`config.mk`:
```
export PLATFORM = sky130hd
export DESIGN_NAME = noisy_signal_gen
export DESIGN_NICKNAME = d
export VERILOG_FILES = /design/src/rtl/noisy_signal_gen.sv
export SDC_FILE = /design/constraint.sdc
export NUM_CORES = 1
export LEC_CHECK = 0
export CAP_MARGIN = 25
export CORE_MARGIN = 5
export CORE_UTILIZATION = 34
export DETAILED_ROUTE_END_ITERATION = 7
export HOLD_SLACK_MARGIN = 0.02
export PLACE_DENSITY = 0.6
export REMOVE_ABC_BUFFERS = 1
export SLEW_MARGIN = 40
export SYNTH_ARGS = -nofsm -noshare
export SYNTH_HDL_FRONTEND = slang
export SYNTH_SLANG_ARGS = --single-unit
```
`constraint.sdc`:
```
create_clock -name clk -period 8.9 [get_ports clk]
set_input_delay 0.89 -clock clk [delete_from_list [all_inputs] [get_ports clk]]
set_output_delay 0.89 -clock clk [all_outputs]
set_load 0.03 [all_outputs]
```
`src/rtl/noisy_signal_gen.sv`:
```
// rtl/noisy_signal_gen.sv - triangle/square test waveform with bounded LFSR noise, sample-rate strobed
module noisy_signal_gen #(
  parameter logic [15:0] CLK_DIV    = 16'd4,
  parameter logic [15:0] STEP       = 16'd256,
  parameter logic [4:0]  NOISE_BITS = 5'd8,
  parameter logic [15:0] LFSR_SEED  = 16'hACE1
) (
  input  logic        clk,
  input  logic        reset_n,
  input  logic        enable,
  input  logic        wave_sel,
  output logic        sample_valid,
  output logic [15:0] clean,
  output logic [15:0] noisy
);

  // A divide of 0 behaves as divide-by-1, so the terminal count is 0 in both cases.
  localparam logic [15:0] DIV_LAST   = (CLK_DIV == 16'd0) ? 16'd0 : CLK_DIV - 16'd1;
  // An all-zero Galois LFSR never leaves zero, so substitute a live seed.
  localparam logic [15:0] SEED       = (LFSR_SEED == 16'd0) ? 16'h0001 : LFSR_SEED;
  localparam logic [15:0] LFSR_TAPS  = 16'hB400;
  localparam logic [15:0] UP_LIMIT   = 16'hFFFF - STEP;
  localparam logic [15:0] SQ_HIGH    = 16'hC000;
  localparam logic [15:0] SQ_LOW     = 16'h4000;
  // Noise is the low N LFSR bits re-centred around zero, carried in 18-bit two's complement.
  localparam logic [17:0] NOISE_MASK = 18'((32'd1 << NOISE_BITS) - 32'd1);
  localparam logic [17:0] NOISE_HALF = 18'(32'd1 << (NOISE_BITS - 5'd1));

  typedef enum logic {
    ST_UP   = 1'b0,
    ST_DOWN = 1'b1
  } tri_state_t;

  logic [15:0] div_cnt;
  logic        strobe;
  tri_state_t  state_q;
  tri_state_t  state_d;
  logic [15:0] level_q;
  logic [15:0] level_d;
  logic [15:0] lfsr_q;
  logic [15:0] lfsr_next;
  logic [15:0] clean_d;
  logic [17:0] noise;
  logic [17:0] sum;
  logic [15:0] noisy_d;

  // A sample is due when the divider sits at its terminal count and the block is running.
  assign strobe = enable && (div_cnt == DIV_LAST);

  // Sample-rate divider; freezes in place while enable is low.
  always_ff @(posedge clk or negedge reset_n) begin
    if (!reset_n) begin
      div_cnt <= 16'd0;
    end else if (enable) begin
      if (div_cnt == DIV_LAST) begin
        div_cnt <= 16'd0;
      end else begin
        div_cnt <= div_cnt + 16'd1;
      end
    end
  end

  // Triangle direction and level registers.
  always_ff @(posedge clk or negedge reset_n) begin
    if (!reset_n) begin
      state_q <= ST_UP;
      level_q <= 16'd0;
    end else begin
      state_q <= state_d;
      level_q <= level_d;
    end
  end

  // Triangle next-state: clip to the rail and reverse instead of wrapping.
  always_comb begin
    state_d = state_q;
    level_d = level_q;
    if (strobe) begin
      case (state_q)
        ST_UP: begin
          if (level_q > UP_LIMIT) begin
            level_d = 16'hFFFF;
            state_d = ST_DOWN;
          end else begin
            level_d = level_q + STEP;
          end
        end
        ST_DOWN: begin
          if (level_q < STEP) begin
            level_d = 16'd0;
            state_d = ST_UP;
          end else begin
            level_d = level_q - STEP;
          end
        end
        default: begin
          state_d = ST_UP;
          level_d = 16'd0;
        end
      endcase
    end
  end

  // Clean sample from the post-update triangle; the square follows the triangle direction.
  always_comb begin
    clean_d = level_d;
    if (wave_sel) begin
      clean_d = (state_d == ST_UP) ? SQ_HIGH : SQ_LOW;
    end
  end

  // Noise from the pre-advance LFSR, added to the clean sample and clamped to 16 bits.
  always_comb begin
    lfsr_next = {1'b0, lfsr_q[15:1]} ^ (lfsr_q[0] ? LFSR_TAPS : 16'h0000);
    noise     = ({2'b00, lfsr_q} & NOISE_MASK) - NOISE_HALF;
    sum       = {2'b00, clean_d} + noise;
    noisy_d   = sum[15:0];
    if (sum[17]) begin
      noisy_d = 16'h0000;
    end else if (sum[16]) begin
      noisy_d = 16'hFFFF;
    end
  end

  // LFSR advances exactly once per produced sample.
  always_ff @(posedge clk or negedge reset_n) begin
    if (!reset_n) begin
      lfsr_q <= SEED;
    end else if (strobe) begin
      lfsr_q <= lfsr_next;
    end
  end

  // Registered outputs: data and valid move together; data holds between strobes.
  always_ff @(posedge clk or negedge reset_n) begin
    if (!reset_n) begin
      sample_valid <= 1'b0;
      clean        <= 16'd0;
      noisy        <= 16'd0;
    end else begin
      sample_valid <= strobe;
      if (strobe) begin
        clean <= clean_d;
        noisy <= noisy_d;
      end
    end
  end

endmodule

```
-- After elaboration in Yosys (flattened, before gate mapping)
Cells that the tools add are included.
- bits of input ports: 4
- memories: 0
- bits in read-only memories: 0
- latch bits: 0
- flip-flop bits (word level): 82
- logic and storage cells: 32
- memory bits (writable): 0
- $add $sub $neg: 5
- shift operators: 0
- $mul: 0
- equal/unequal tests: 1
- bitwise logic cells: 2
- div/mod/pow operators: 0
- mux-type cells: 14
- reductions and logical operators: 1
- order comparisons: 2
- operators with widths (kind ; count):
    $mux 16 ; 9
    $pmux 16 s2 ; 1
    $add 17x9->18 ; 1
    $add 16x1->16 const B ; 1
    $add 16x9->16 const B ; 1
    $eq 16x2->1 const B ; 1
    $gt 16x16->1 const B ; 1
    $lt 16x9->1 const B ; 1
    $sub 16x9->16 const B ; 1
    $xor 15x16->16 ; 1
    $sub 8x8->9 const B ; 1
    $mux 1 ; 3
    $pmux 1 s2 ; 1
    $logic_and 1x1->1 ; 1
    $not 1->1 ; 1

-- Depth between registers and ports, before layout
Gate-level depths: netlist (run 1).
- word-level depth: 9
- gate-level depth with buffers: 18
- gate-level depth less buffers: 15

-- Least setup slack after synthesis (run 1)
OpenSTA, ideal clock, no wires.
- path kind: input port to flip-flop
- from: input enable
- to: register noisy[1]
- library setup time: 0.145 ns
- data required time: 8.755 ns
- stages on the path: 15
- setup slack: 4.676 ns
- arrival: 4.079 ns
- cell sequence: and4bb_1 nand4_1 or2_0 buf_6 a21o_1 nor2b_4 ha_1 fa_1 a211o_1 a211o_1 a2111oi_0 a21oi_1 buf_4 a21oi_2 o31ai_2
- RTL lines (what ; RTL line ; text):
    start: declaration ; 10 ; input logic enable,
    $logic_and 1x1->1 * ; 48 ; assign strobe = enable && (div_cnt == DIV_LAST);
    $mux 16 * ; 78 ; if (strobe) begin
    via level_d[0] ; 39 ; logic [15:0] level_d;
    $mux 16 * ; 107 ; if (wave_sel) begin
    via clean_d[0] ; 42 ; logic [15:0] clean_d;
    $add 17x9->18 * ; 116 ; sum = {2'b00, clean_d} + noise;
    $mux 16 ; 120 ; end else if (sum[16]) begin
    $mux 16 * ; 118 ; if (sum[17]) begin
    end signal: assignment ; 144 ; noisy <= noisy_d;
    end: declaration ; 14 ; output logic [15:0] noisy
Mark *: on every way through the listed nets, which the timed path passes. The rest lies on a longest branch.
A chain may end at the register's enable or synchronous reset.

-- Final worst setup path (run 1)
- from: input enable
- to: register noisy[11]
- word-level cells in the longest chain between the ends: 7
- ends and longest elaborated chain (what ; RTL line ; text):
    $logic_and 1x1->1 * ; 48 ;
    $mux 1 ; 78 ;
    $mux 16 ; 108 ; clean_d = (state_d == ST_UP) ? SQ_HIGH : SQ_LOW;
    $mux 16 * ; 107 ;
    via clean_d[15] ; 42 ;
    $add 17x9->18 * ; 116 ;
    $mux 16 ; 120 ;
    $mux 16 * ; 118 ;
Marks and branches as above.

==> results of run 1 <==
==> power breakdown <==
group	switching [uW]	internal, uW	total [uW]
Clock	161	200	361
Combinational	638	433	1070
Sequential	107	469	576
Total	906	1100	2010
==> sequential cells by signal (all words and copies together), names as in the netlist <==
| signal | cells |
|---|---|
| clean | 16 |
| div_cnt | 16 |
| level_q | 16 |
| lfsr_q | 16 |
| noisy | 16 |
| sample_valid | 1 |
| state_q | 1 |
==> path summary, 6_finish.rpt <==
check,from,to,slack (ns),cells past startpoint
setup / recovery,enable,noisy[11]$_DFFE_PN0N_,3.49,17
hold / removal,lfsr_q[6]$_DFFE_PN1N_,lfsr_q[5]$_DFFE_PN1N_,0.46,2
setup reg to reg,div_cnt[0]$_DFFE_PN0P_,noisy[11]$_DFFE_PN0N_,3.94,17
hold reg to reg,lfsr_q[6]$_DFFE_PN1N_,lfsr_q[5]$_DFFE_PN1N_,0.46,2
max in group asynchronous,reset_n,noisy[11]$_DFFE_PN0N_,7.88,1
min in group asynchronous,reset_n,div_cnt[3]$_DFFE_PN0P_,0.59,1
==> cells in the mapped netlist, drive strengths merged, types with 15 or more instances <==
cell type / number
dfrtp: 74
o21ai: 20
ha: 21
a21oi: 32
nor2: 22
buf: 21
nand2: 87
o31ai: 20
xor2: 16
a21o: 15
xnor2: 21
==> layer usage <==
metal | up-vias | routed length [um]
met3 | 10 | 537
met4 | 0 | 135
li1 | 1942 | -
met1 | 1876 | 5500
met5 | - | 0
met2 | 98 | 5360
==> worst min-delay path, stage by stage (launching register included) <==
cell,delay [ns]
dfstp_2,0.38
nand2_1,0.05
nand2_1,0.04
==> cell families after synthesis <==
logic type | count (synthesis) | share of synthesized area, %
fa+ha+maj | 22 | 5.47
mux | 13 | 3.17
xor+xnor | 37 | 6.27
compound gates | 139 | 20.9
simple gates | 191 | 19.6
buf+inv | 48 | 4.72
flops | 82 | 39.9
==> final cells by class <==
type / instances / area (sq um) / area share (%)
multi-input combinational: 402 / 2870 / 48.5
sequential: 82 / 2060 / 34.9
timing repair buffer: 41 / 405 / 6.87
clock buffer: 10 / 239 / 4.05
tap: 188 / 235 / 3.98
inverter: 13 / 48.8 / 0.827
clock inverter: 6 / 47.5 / 0.805
==> stage by stage <==
stage	hold WS, ns	area [sq um]	instances	setup WS, ns
global route	0.487	5900	742	3.07
finish	0.465	5900	742	3.49
floorplan	0.439	4980	497	1.98
CTS	0.468	5890	741	3.29
global placement	0.447	5600	725	3.11
detailed placement	0.460	5600	725	2.92
==> flow_summary.toml, run 1 <==
[finish]
layout_common_cells = "nand2_1 (87), dfrtp_1 (74), clkdlybuf4s50_1 (35)"
num_antenna_cells = 0
final_nets = 575
final_common_cell = "nand2_1"
layout-drive-gt1-share_pct = 14.3
syn2layout_area_growth_pct = 14.2
fillers = 1467
postLayoutCoreUtil_pct = 39.3

[critical_path]
path_cells = "clkdlybuf4s50_1, and4bb_1, nand4_1, buf_4, inv_1, nand4b_1, o221ai_1, mux2i_2, inv_1, ha_1, inv_1, a221o_1, a2111oi_0, a21oi_1, buf_4, a211oi_1, o31ai_1"
critPathRequiredTime_ns = 9.09
cp_slowest_stage_delay_ns = 0.63
critPathMaxFanout = 77
start_kind = "input port"
end_kind = "flip-flop"
cpMaxStageDelayCell = "buf_4"
path_buf_inv = 6
cp_common_cell = "inv_1"
cp_data_arrival_time_ns = 5.60
critical_path_class = "input port to flip-flop"
path_delay_family = "buffers and inverters"

[clock_tree]
cts_hold_buf = 0
clock_sinks = 82
cts_tree = "yes"
post_cts_buffers = 0
post_cts_resized = 0
clkLatencyLatePin_ns = 0.34
clock-root-buffer = "clkbuf_16"
cts_inserted_buffers = 9
clock_path_buffers = 2
clkTransAtPathRegs_ns = 0.07
cts-htree-levels = 3

[sta]
max_slew.worst_pin.slew_ns = 0.798
fin_skew_ns = 0.00815
period_needed_ns = 5.41
min_period_over_period_pct = 60.7
finalSetupTns_ns = 0
drv_slew = 0
slew_headroom_pct = 46.8
fmax_mhz = 185
hold_viol_final = 0
finalSetupViolations = 0
rsz0062_at_grt = "false"

[pwr]
p_leak_uw = 0.00265
powerDensity_nw_per_um2 = 340
peakVddDrop_mv = 0.235
totalPowerFinal_uw = 2010

[placed_design]
gp_congestion = 0.863
portBuffers = 36
dp_hpwl_mm = 8.20

[global_route]
grt_util_all_layers_pct = 13.6
antenna_found_initial = 0
grt_use_met1_pct = 18.4
busiest_layer = "met2"
grt_pass1_wl_mm = 19.8
met2_usage_pct = 21.5
grt_pass1_vias = 3851
globalRouteOverflowTotal = 0
use_met3_pct = 3.81
grt_max_degree = 83

[synth]
syn_area_sq_um = 5170
yosysTopAreaCell = "dfrtp_1"
synth_sequential_area_ratio_pct = 39.9
syn_inst = 532
ys_async_sr_fraction_pct = 100
synth_top_area_share_pct = 35.8
yosysUniqueCellTypes = 73
yosysWarnings = 0
postSynthAreaPerCell_sq_um = 9.72
ys_ff_latch = 82
synth_edf_count = 0
synth_flop_cell = "dfrtp_1"
yosys-top-cells-area = "dfrtp_1 (36%), nand2_1 (6.3%), ha_1 (5.1%), dfstp_2 (4.1%), xnor2_1 (3.6%)"

[drt]
vias_per_cell = 5.29
drt_wl_total_mm = 11.5
drc_errors = 0
vias = 3926
drtPass1Iterations = 6
postRouteAntennaNets = 0
drtIter0Drc = 317
wl_per_cell_um = 15.5

[floorplanning]
rows = 45
dieArea_sq_um = 17800
core_area_sq_um = 15000
initial_core_util_pct = 34.4
io_pins = 37
die_x_um = 133
die_h_um = 133

[status]
status = "completed"

[worst_hold_path]
hold_path_class = "flip-flop to flip-flop"

[flow_run]
maxCapViolCount = 0
No activity file was read; power rests on OpenSTA's default activity.
==> run 2, diff against run 1 <==
==> constraint.sdc (replaced) <==
create_clock -name clk -period 5.15 [get_ports clk]
set_input_delay 0.515 -clock clk [delete_from_list [all_inputs] [get_ports clk]]
set_output_delay 0.515 -clock clk [all_outputs]
set_load 0.03 [all_outputs]
==> run 2 against run 1 <==
  * Clock skew fell by 0.0025 ns
  * Core utilization rose by 0.47 points
  * Clock power rose by 84%
  * Die area did not move
  * Routed wire length rose by 4.0%
  * Clock-buffer cell count rose by 1
  * Combinational power rose by 77%
  * Non-clock buffer count rose by 7
  * Critical path depth fell by 1
  * Critical path type is now flip-flop to flip-flop
  * Largest cell class unchanged
==> flow_summary.toml, run 2 (synthesis results as in run 1) <==
[drt]
drt_wl_total_mm = 12.0
drtIter0Drc = 378
postRouteAntennaNets = 0
wl_per_cell_um = 16.0
drtPass1Iterations = 5
drc_errors = 0
vias_per_cell = 5.23
vias = 3920

[clock_tree]
cts_tree = "yes"
cts-htree-levels = 3
clock_path_buffers = 2
clkTransAtPathRegs_ns = 0.06
post_cts_buffers = 0
cts_hold_buf = 0
cts_inserted_buffers = 9
clkLatencyLatePin_ns = 0.35
clock_sinks = 82
clock-root-buffer = "clkbuf_16"
post_cts_resized = 0

[sta]
finalSetupViolations = 0
slew_headroom_pct = 56.8
drv_slew = 0
rsz0062_at_grt = "false"
finalSetupTns_ns = 0
hold_ws_ns = 0.198
fin_skew_ns = 0.00569
hold_viol_final = 0
min_period_over_period_pct = 87.7
period_needed_ns = 4.52
fmax_mhz = 221
max_slew.worst_pin.slew_ns = 0.647

[floorplanning]
io_pins = 37
core_area_sq_um = 15000
dieArea_sq_um = 17800
rows = 45
die_x_um = 133
die_h_um = 133
initial_core_util_pct = 34.4

[finish]
layout_common_cells = "nand2_1 (87), dfrtp_1 (74), clkdlybuf4s50_1 (35)"
syn2layout_area_growth_pct = 15.5
multi_input_area_sq_um = 2870
final_nets = 582
fin_cells = 749
layout-drive-gt1-share_pct = 15.2
final_common_cell = "nand2_1"
num_antenna_cells = 0
final_cell_area_sq_um = 5970
seqCellArea_sq_um = 2060
fillers = 1423

[critical_path]
path_buf_inv = 2
critical_path_class = "flip-flop to flip-flop"
end_kind = "flip-flop"
worst_r2r_endpoint = "noisy[0]$_DFFE_PN0N_"
rr_worst_depth = 16
path_delay_family = "simple AND/OR/NAND/NOR gates"
path_cells = "inv_1, ha_1, nand4_1, o311ai_4, and2_1, nand2b_1, a32o_1, nor2b_1, ha_1, and4_1, and3_1, nand3_1, and4_1, nor3_4, buf_6, o31ai_1"
cp_data_arrival_time_ns = 4.73
r2r_slack_ns = 0.63
cpMaxStageDelayCell = "dfrtp_1"
critPathMaxFanout = 10
cp_slowest_stage_delay_ns = 0.47
reg2reg_from = "level_q[8]$_DFF_PN0_"
start_kind = "flip-flop"
critPathRequiredTime_ns = 5.36

[placed_design]
gp_congestion = 0.868
portBuffers = 36
dp_cells = 732
post_dp_cell_area_sq_um = 5660
dp_hpwl_mm = 8.63

[pwr]
powerDensity_nw_per_um2 = 596
p_leak_uw = 0.00269
totalPowerFinal_uw = 3560
peakVddDrop_mv = 0.551

[global_route]
globalRouteOverflowTotal = 0
grt_pass1_wl_mm = 20.1
grt_pass1_vias = 3949
grt_util_all_layers_pct = 13.9
grt_max_degree = 83
antenna_found_initial = 0

[worst_hold_path]
hold_path_class = "input port to asynchronous set/reset pin"

[flow_run]
maxCapViolCount = 0

[status]
status = "completed"
[run 2: cell count changes in the layout (fill, tap and decap cells not counted), sizes merged]
cell,change
buf,+7
inv,-2
bufinv,+1
clkbuf,+1
clkinv,-1
clkinvlp,+1
[run 2: area by class of cell]
class,count,area share [%]
Multi-Input combinational cell,402,48.0
Sequential cell,82,34.5
Timing Repair Buffer,48,7.66
Clock buffer,11,4.06
Tap cell,188,3.94
Clock inverter,5,1.05
Inverter,13,0.817
[run 2: metrics by stage]
| stage | worst slack (ns) | utilization, % |
|---|---|---|
| 5_1_grt | 0.237 | 39.7 |
| 6_report | 0.632 | 39.7 |
| 3_3_place_gp | 0.506 | 37.6 |
| 4_1_cts | 0.537 | 39.7 |
| 3_5_place_dp | 0.372 | 37.6 |
| 2_1_floorplan | -1.42 | - |
[run 2: metal layers]
metal	share of wire [%]	track usage (%)
met2	48	22.9
met4	1.0	3.77
met3	3.8	4.04
met1	47	17.9
met5	0	0
[run 2: worst max-delay path by stage]
stage	from	to	slack, ns	cells past startpoint
CTS	level_q[8]$_DFF_PN0_	noisy[13]$_DFFE_PN0N_	0.54	15
detailed placement	enable	noisy[13]$_DFFE_PN0N_	0.37	15
global route	level_q[8]$_DFF_PN0_	noisy[0]$_DFFE_PN0N_	0.24	16
global placement	enable	noisy[14]$_DFFE_PN0N_	0.51	16
finish	level_q[8]$_DFF_PN0_	noisy[0]$_DFFE_PN0N_	0.63	16
floorplan	div_cnt[0]$_DFFE_PN0P_	noisy[13]$_DFFE_PN0N_	-1.42	15
[run 2: report_power, final]
part	total, uW	internal (uW)	switching (uW)
clock	666	392	273
combinational	1890	774	1120
sequential	1000	810	193
total	3560	1980	1580
==> run 3, diff against run 2 <==
--- a/config.mk
+++ b/config.mk
@@ -12,6 +12,7 @@
 export HOLD_SLACK_MARGIN = 0.02
 export PLACE_DENSITY = 0.6
 export REMOVE_ABC_BUFFERS = 1
+export SETUP_SLACK_MARGIN = 0.15
 export SLEW_MARGIN = 40
 export SYNTH_ARGS = -nofsm -noshare
 export SYNTH_HDL_FRONTEND = slang
==> constraint.sdc (replaced) <==
create_clock -name clk -period 5.6 [get_ports clk]
set_input_delay 0.56 -clock clk [delete_from_list [all_inputs] [get_ports clk]]
set_output_delay 0.56 -clock clk [all_outputs]
set_load 0.03 [all_outputs]
==> run 3 against run 2 <==
  * Clock-buffer cell count down 1
  * Sequential cell count unchanged
  * Design area down 1.2%
  * Clock skew up 0.0024 ns
  * Via count rose by 1.3%
  * Global-route usage is 0.15 points lower
  * Final cell count fell by 0.80%
  * Die area unchanged
  * Worst hold slack improved by 0.028 ns
  * Setup slack better by 0.35 ns
  * Combinational power shrank 9.5%
  * Sequential power decreased by 8%
  * Largest power group unchanged
==> flow_summary.toml, run 3 (synthesis results as in run 1) <==
[critical_path]
end_kind = "flip-flop"
path_delay_family = "compound AO/OA/AOI/OAI gates"
critPathMaxFanout = 15
path_cells = "nor4_4, nand4_1, or2_0, a21o_1, nor2b_4, ha_1, fa_1, a211o_1, a211o_1, a211o_1, o21ai_4, a22oi_1, o31ai_1"
critPathRequiredTime_ns = 5.85
cpMaxStageDelayCell = "dfrtp_1"
cp_data_arrival_time_ns = 4.86
path_buf_inv = 0
start_kind = "flip-flop"
cp_common_cell = "a211o_1"
critical_path_class = "flip-flop to flip-flop"
cp_slowest_stage_delay_ns = 0.49

[placed_design]
dp_cells = 726
gp_congestion = 0.854
dp_hpwl_mm = 8.46
portBuffers = 36
pre_cts_slack_ns = 0.660

[flow_run]
maxCapViolCount = 0

[clock_tree]
cts-htree-levels = 3
clkLatencyLatePin_ns = 0.35
cts_inserted_buffers = 9
cts_tree = "yes"
clock_sinks = 82
clock_path_buffers = 2
cts_hold_buf = 0
clock-root-buffer = "clkbuf_16"
clkTransAtPathRegs_ns = 0.07
post_cts_resized = 0
post_cts_buffers = 0

[sta]
hold_viol_final = 0
slew_headroom_pct = 48.3
fmax_mhz = 217
max_slew.worst_pin.slew_ns = 0.773
min_period_over_period_pct = 82.4
hold_ws_ns = 0.226
fin_skew_ns = 0.00811
period_needed_ns = 4.61
rsz0062_at_grt = "false"
finalSetupViolations = 0
finalSetupTns_ns = 0
drv_slew = 0
worst_slack_ns = 0.986

[status]
status = "completed"

[drt]
drtPass1Iterations = 4
drtIter0Drc = 318
vias = 3972
drt_wl_total_mm = 11.8
drc_errors = 0
vias_per_cell = 5.35
postRouteAntennaNets = 0
wl_per_cell_um = 15.9

[finish]
layout_common_cells = "nand2_1 (87), dfrtp_1 (74), clkdlybuf4s50_1 (35)"
final_nets = 576
num_antenna_cells = 0
layout-drive-gt1-share_pct = 14.2
fin_cells = 743
fillers = 1475
final_common_cell = "nand2_1"
syn2layout_area_growth_pct = 14.2

[pwr]
power.internal_uw = 1740
p_sw_uw = 1450
pwr-share-clk_pct = 17.6
swShare_pct = 45.4
peakVddDrop_mv = 0.371
p_leak_uw = 0.00265
powerDensity_nw_per_um2 = 541
p_seq_share_pct = 28.8
combPwrFrac_pct = 53.6

[floorplanning]
initial_core_util_pct = 34.4
rows = 45
die_h_um = 133
io_pins = 37
die_x_um = 133
dieArea_sq_um = 17800
core_area_sq_um = 15000

[global_route]
globalRouteOverflowTotal = 0
antenna_found_initial = 0
grt_pass1_vias = 4033
grt_util_all_layers_pct = 13.8
grt_pass1_wl_mm = 20.2
grt_max_degree = 83

[worst_hold_path]
hold_path_class = "input port to asynchronous set/reset pin"
-- run 3: cell count changes in the layout (fill, tap and decap cells not counted), sizes merged --
| cell | delta |
|---|---|
| bufinv | -1 |
| buf | -7 |
| inv | +2 |
-- run 3: cell type report --
class | instances | area [sq um] | share of cell area, %
inverters | 13 | 48.8 | 0.827
flip-flops and latches | 82 | 2060 | 34.9
repair buffers | 42 | 415 | 7.04
multi-input cells | 402 | 2870 | 48.5
clock inverters | 6 | 47.5 | 0.805
clock buffers | 10 | 229 | 3.88
well taps | 188 | 235 | 3.98
-- run 3: power by group through the flow --
stage | Sequential, uW | Combinational (uW) | Clock [uW]
floorplan | 1040 | 1100 | 0
global placement | 923 | 1660 | 0
detailed placement | 926 | 1690 | 0
CTS | 919 | 1700 | 572
global route | 945 | 1880 | 600
finish | 919 | 1710 | 561
-- run 3: stage by stage --
step | area (sq um) | power, uW | util [%]
after detailed placement | 5610 | 2620 | 37.3
after floorplan | 4980 | 2140 | -
after global placement | 5610 | 2580 | 37.3
after CTS | 5890 | 3190 | 39.2
after global routing | 5900 | 3430 | 39.3
final | 5900 | 3190 | 39.3
-- run 3: path summary, 6_finish.rpt --
kind                            cells after the start             startpoint  slack, ns                      to
worst max-delay path                               13  level_q[12]$_DFF_PN0_       0.99   noisy[15]$_DFFE_PN0N_
worst min-delay path                                1                reset_n       0.23  div_cnt[6]$_DFFE_PN0P_
worst max register to register                     13  level_q[12]$_DFF_PN0_       0.99   noisy[15]$_DFFE_PN0N_
worst min register to register                      2  clean[12]$_DFFE_PN0N_       0.47   clean[12]$_DFFE_PN0N_
max in group asynchronous                           1                reset_n       4.88   noisy[14]$_DFFE_PN0N_
min in group clk                                    2  clean[12]$_DFFE_PN0N_       0.47   clean[12]$_DFFE_PN0N_
-- run 3: metal layers --
layer,track usage [%],wire [um],vias to the layer above
met5,0,0,-
met4,4.29,150,0
met3,3.70,528,11
met2,22.5,5630,82
met1,17.8,5490,1929
li1,-,-,1950
==> edit (settings of run 3) <==
Add an input register stage for `enable` and `wave_sel`; this delays them by one clock.
--- a/src/rtl/noisy_signal_gen.sv
+++ b/src/rtl/noisy_signal_gen.sv
@@ -31,6 +31,14 @@
     ST_DOWN = 1'b1
   } tri_state_t;
 
+  logic enable_q;
+  logic wave_sel_q;
+
+  always_ff @(posedge clk) begin
+    enable_q   <= enable;
+    wave_sel_q <= wave_sel;
+  end
+
   logic [15:0] div_cnt;
   logic        strobe;
   tri_state_t  state_q;
@@ -45,13 +53,13 @@
   logic [15:0] noisy_d;
 
   // A sample is due when the divider sits at its terminal count and the block is running.
-  assign strobe = enable && (div_cnt == DIV_LAST);
+  assign strobe = enable_q && (div_cnt == DIV_LAST);
 
   // Sample-rate divider; freezes in place while enable is low.
   always_ff @(posedge clk or negedge reset_n) begin
     if (!reset_n) begin
       div_cnt <= 16'd0;
-    end else if (enable) begin
+    end else if (enable_q) begin
       if (div_cnt == DIV_LAST) begin
         div_cnt <= 16'd0;
       end else begin
@@ -104,7 +112,7 @@
   // Clean sample from the post-update triangle; the square follows the triangle direction.
   always_comb begin
     clean_d = level_d;
-    if (wave_sel) begin
+    if (wave_sel_q) begin
       clean_d = (state_d == ST_UP) ? SQ_HIGH : SQ_LOW;
     end
   end
Function: changed (Yosys sat finds a counterexample within 10 cycles, from zero or initial values and one cycle with reset_n low).
==> edit against run 3 <==
  * Wire length fell by 1.7%
  * Synthesized area rose by 0.77%
  * Setup slack improved by 0.030 ns
  * Via count rose by 2.2%
  * Sequential cell count rose by 2
  * Cell area rose by 1.1%
  * Sequential share of layout area rose by 0.29 points
  * Maximum frequency rose by 0.65%
  * Non-clock buffer count rose by 1
  * Critical endpoint is now noisy[13]
Power is not compared: it rests on default switching activity, and its combinational part moved more than twofold at a synthesized area within 25%.
==> edit: results (changes against run 3) <==
Layout:
- The share of post-route cells with drive strength above 1 is 14.34% (+0.10 points).
- The final net count was 579 (+0.52%).
- The number of antenna repair diodes is 0 (unchanged).

Drt:
- The met3 layer wire length in the routed design is 519 um (-1.7%).
- The length of the first detailed-routing pass in iterations is 5 (+1).
- The total number of vias is 4060 (+2.2%).
- The met2 wire length is 5373 um (-4.5%).
- The average wire per standard cell is 15.54 um (-2.1%).
- The detailed-route wire length on metal 1 was 5480 um (-0.24%).
- The number of DRC markers in iteration 0 was 363 (+14%).
- The vias per cell was 5.442 (+1.8%).

Setup path:
- The critical path data arrival time came to 4.84 ns (-0.02 ns).
- For this run, the slowest stage of the critical path takes 0.50 ns.
- In this design, the largest share of critical-path delay is due to compound AO/OA/AOI/OAI gates.
- The cell with the biggest individual delay on the critical path is sky130_fd_sc_hd__o21ai_4.

STA:
- The relative slew slack is 57.09% (+8.8 points).
- The worst clock skew is 0.01086 ns (+0.002753 ns).

Yosys:
- The sequential-to-total area share from yosys stat is 40.34% (+0.46 points).
- The count of distinct cell types in the synthesized netlist is 74 (+1.4%).
- The synthesized-area fraction occupied by adder cells is 5.426% (-0.042 points).
- The proportion of register bits with asynchronous set or reset after synthesis is 97.62% (-2.4 points).
- The portion of netlist area occupied by mux cells was 3.145% (-0.024 points).
- The cell count after synthesis was 534 (+0.38%).
- The post-synthesis compound-gate area fraction is 20.70% (-0.16 points).
- Ranked by total cell area, the synthesized netlist is headed by sky130_fd_sc_hd__dfrtp_1 36%, sky130_fd_sc_hd__nand2_1 6.3%, sky130_fd_sc_hd__ha_1 5.0%.
- The xor/xnor share of the synthesized area is 6.218% (-0.048 points).

Status:
- The run finished with clean final reports.

Placement:
- The minimum setup slack after placement is 1.038 ns (+0.3770 ns).
- The total placed cells including tap cells is 730 (+0.55%).
- The post-DP HPWL is 8228 um (-2.8%).
- The global placement routability congestion is 0.9101 (+6.6%).

Clock network:
- The clock-pin slew on the worst setup and hold paths came to 0.07 ns (about the same).
- The number of buffers added by the clock tree synthesis step was 9 (unchanged).
- The buffer levels on the longest clock path came to 2 (unchanged).

Global route:
- The met2 track demand over resource is 20.52% (-2.0 points).
- The total track usage is 13.38% (-0.39 points).
- The via count of the first global-routing pass is 3826 (-5.1%).
- The met1 track demand over resource in global routing came to 18.30% (+0.46 points).
- The first-pass GRT wire length was 19550 um (-3.1%).
- The met3 layer usage reported by global route is 3.488% (-0.21 points).
## edit: path summary, 6_finish.rpt
kind	startpoint	end	slack, ns	cells after the start
worst max-delay path	level_q[12]	noisy[13]	1.02	13
worst min-delay path	reset_n	clean[13]	0.25	1
worst max register to register	level_q[12]	noisy[13]	1.02	13
worst min register to register	lfsr_q[15]	lfsr_q[15]	0.46	2
max in group asynchronous	reset_n	clean[7]	4.91	1
min in group clk	lfsr_q[15]	lfsr_q[15]	0.46	2
## edit: cell type report
class | count | area, sq um
Fill cell | 1459 | 9178
Multi-Input combinational cell | 402 | 2865
Sequential cell | 84 | 2102
Timing Repair Buffer | 43 | 416.7
Tap cell | 188 | 235.2
Clock buffer | 10 | 229.0
Clock inverter | 6 | 71.32
Inverter | 13 | 48.80
## edit: per-stage QoR
stage	setup TNS (ns)	instance area, sq um
floorplan	-14.16	5016
global placement	0	5662
detailed placement	0	5665
CTS	0	5966
global route	0	5968
finish	0	5968
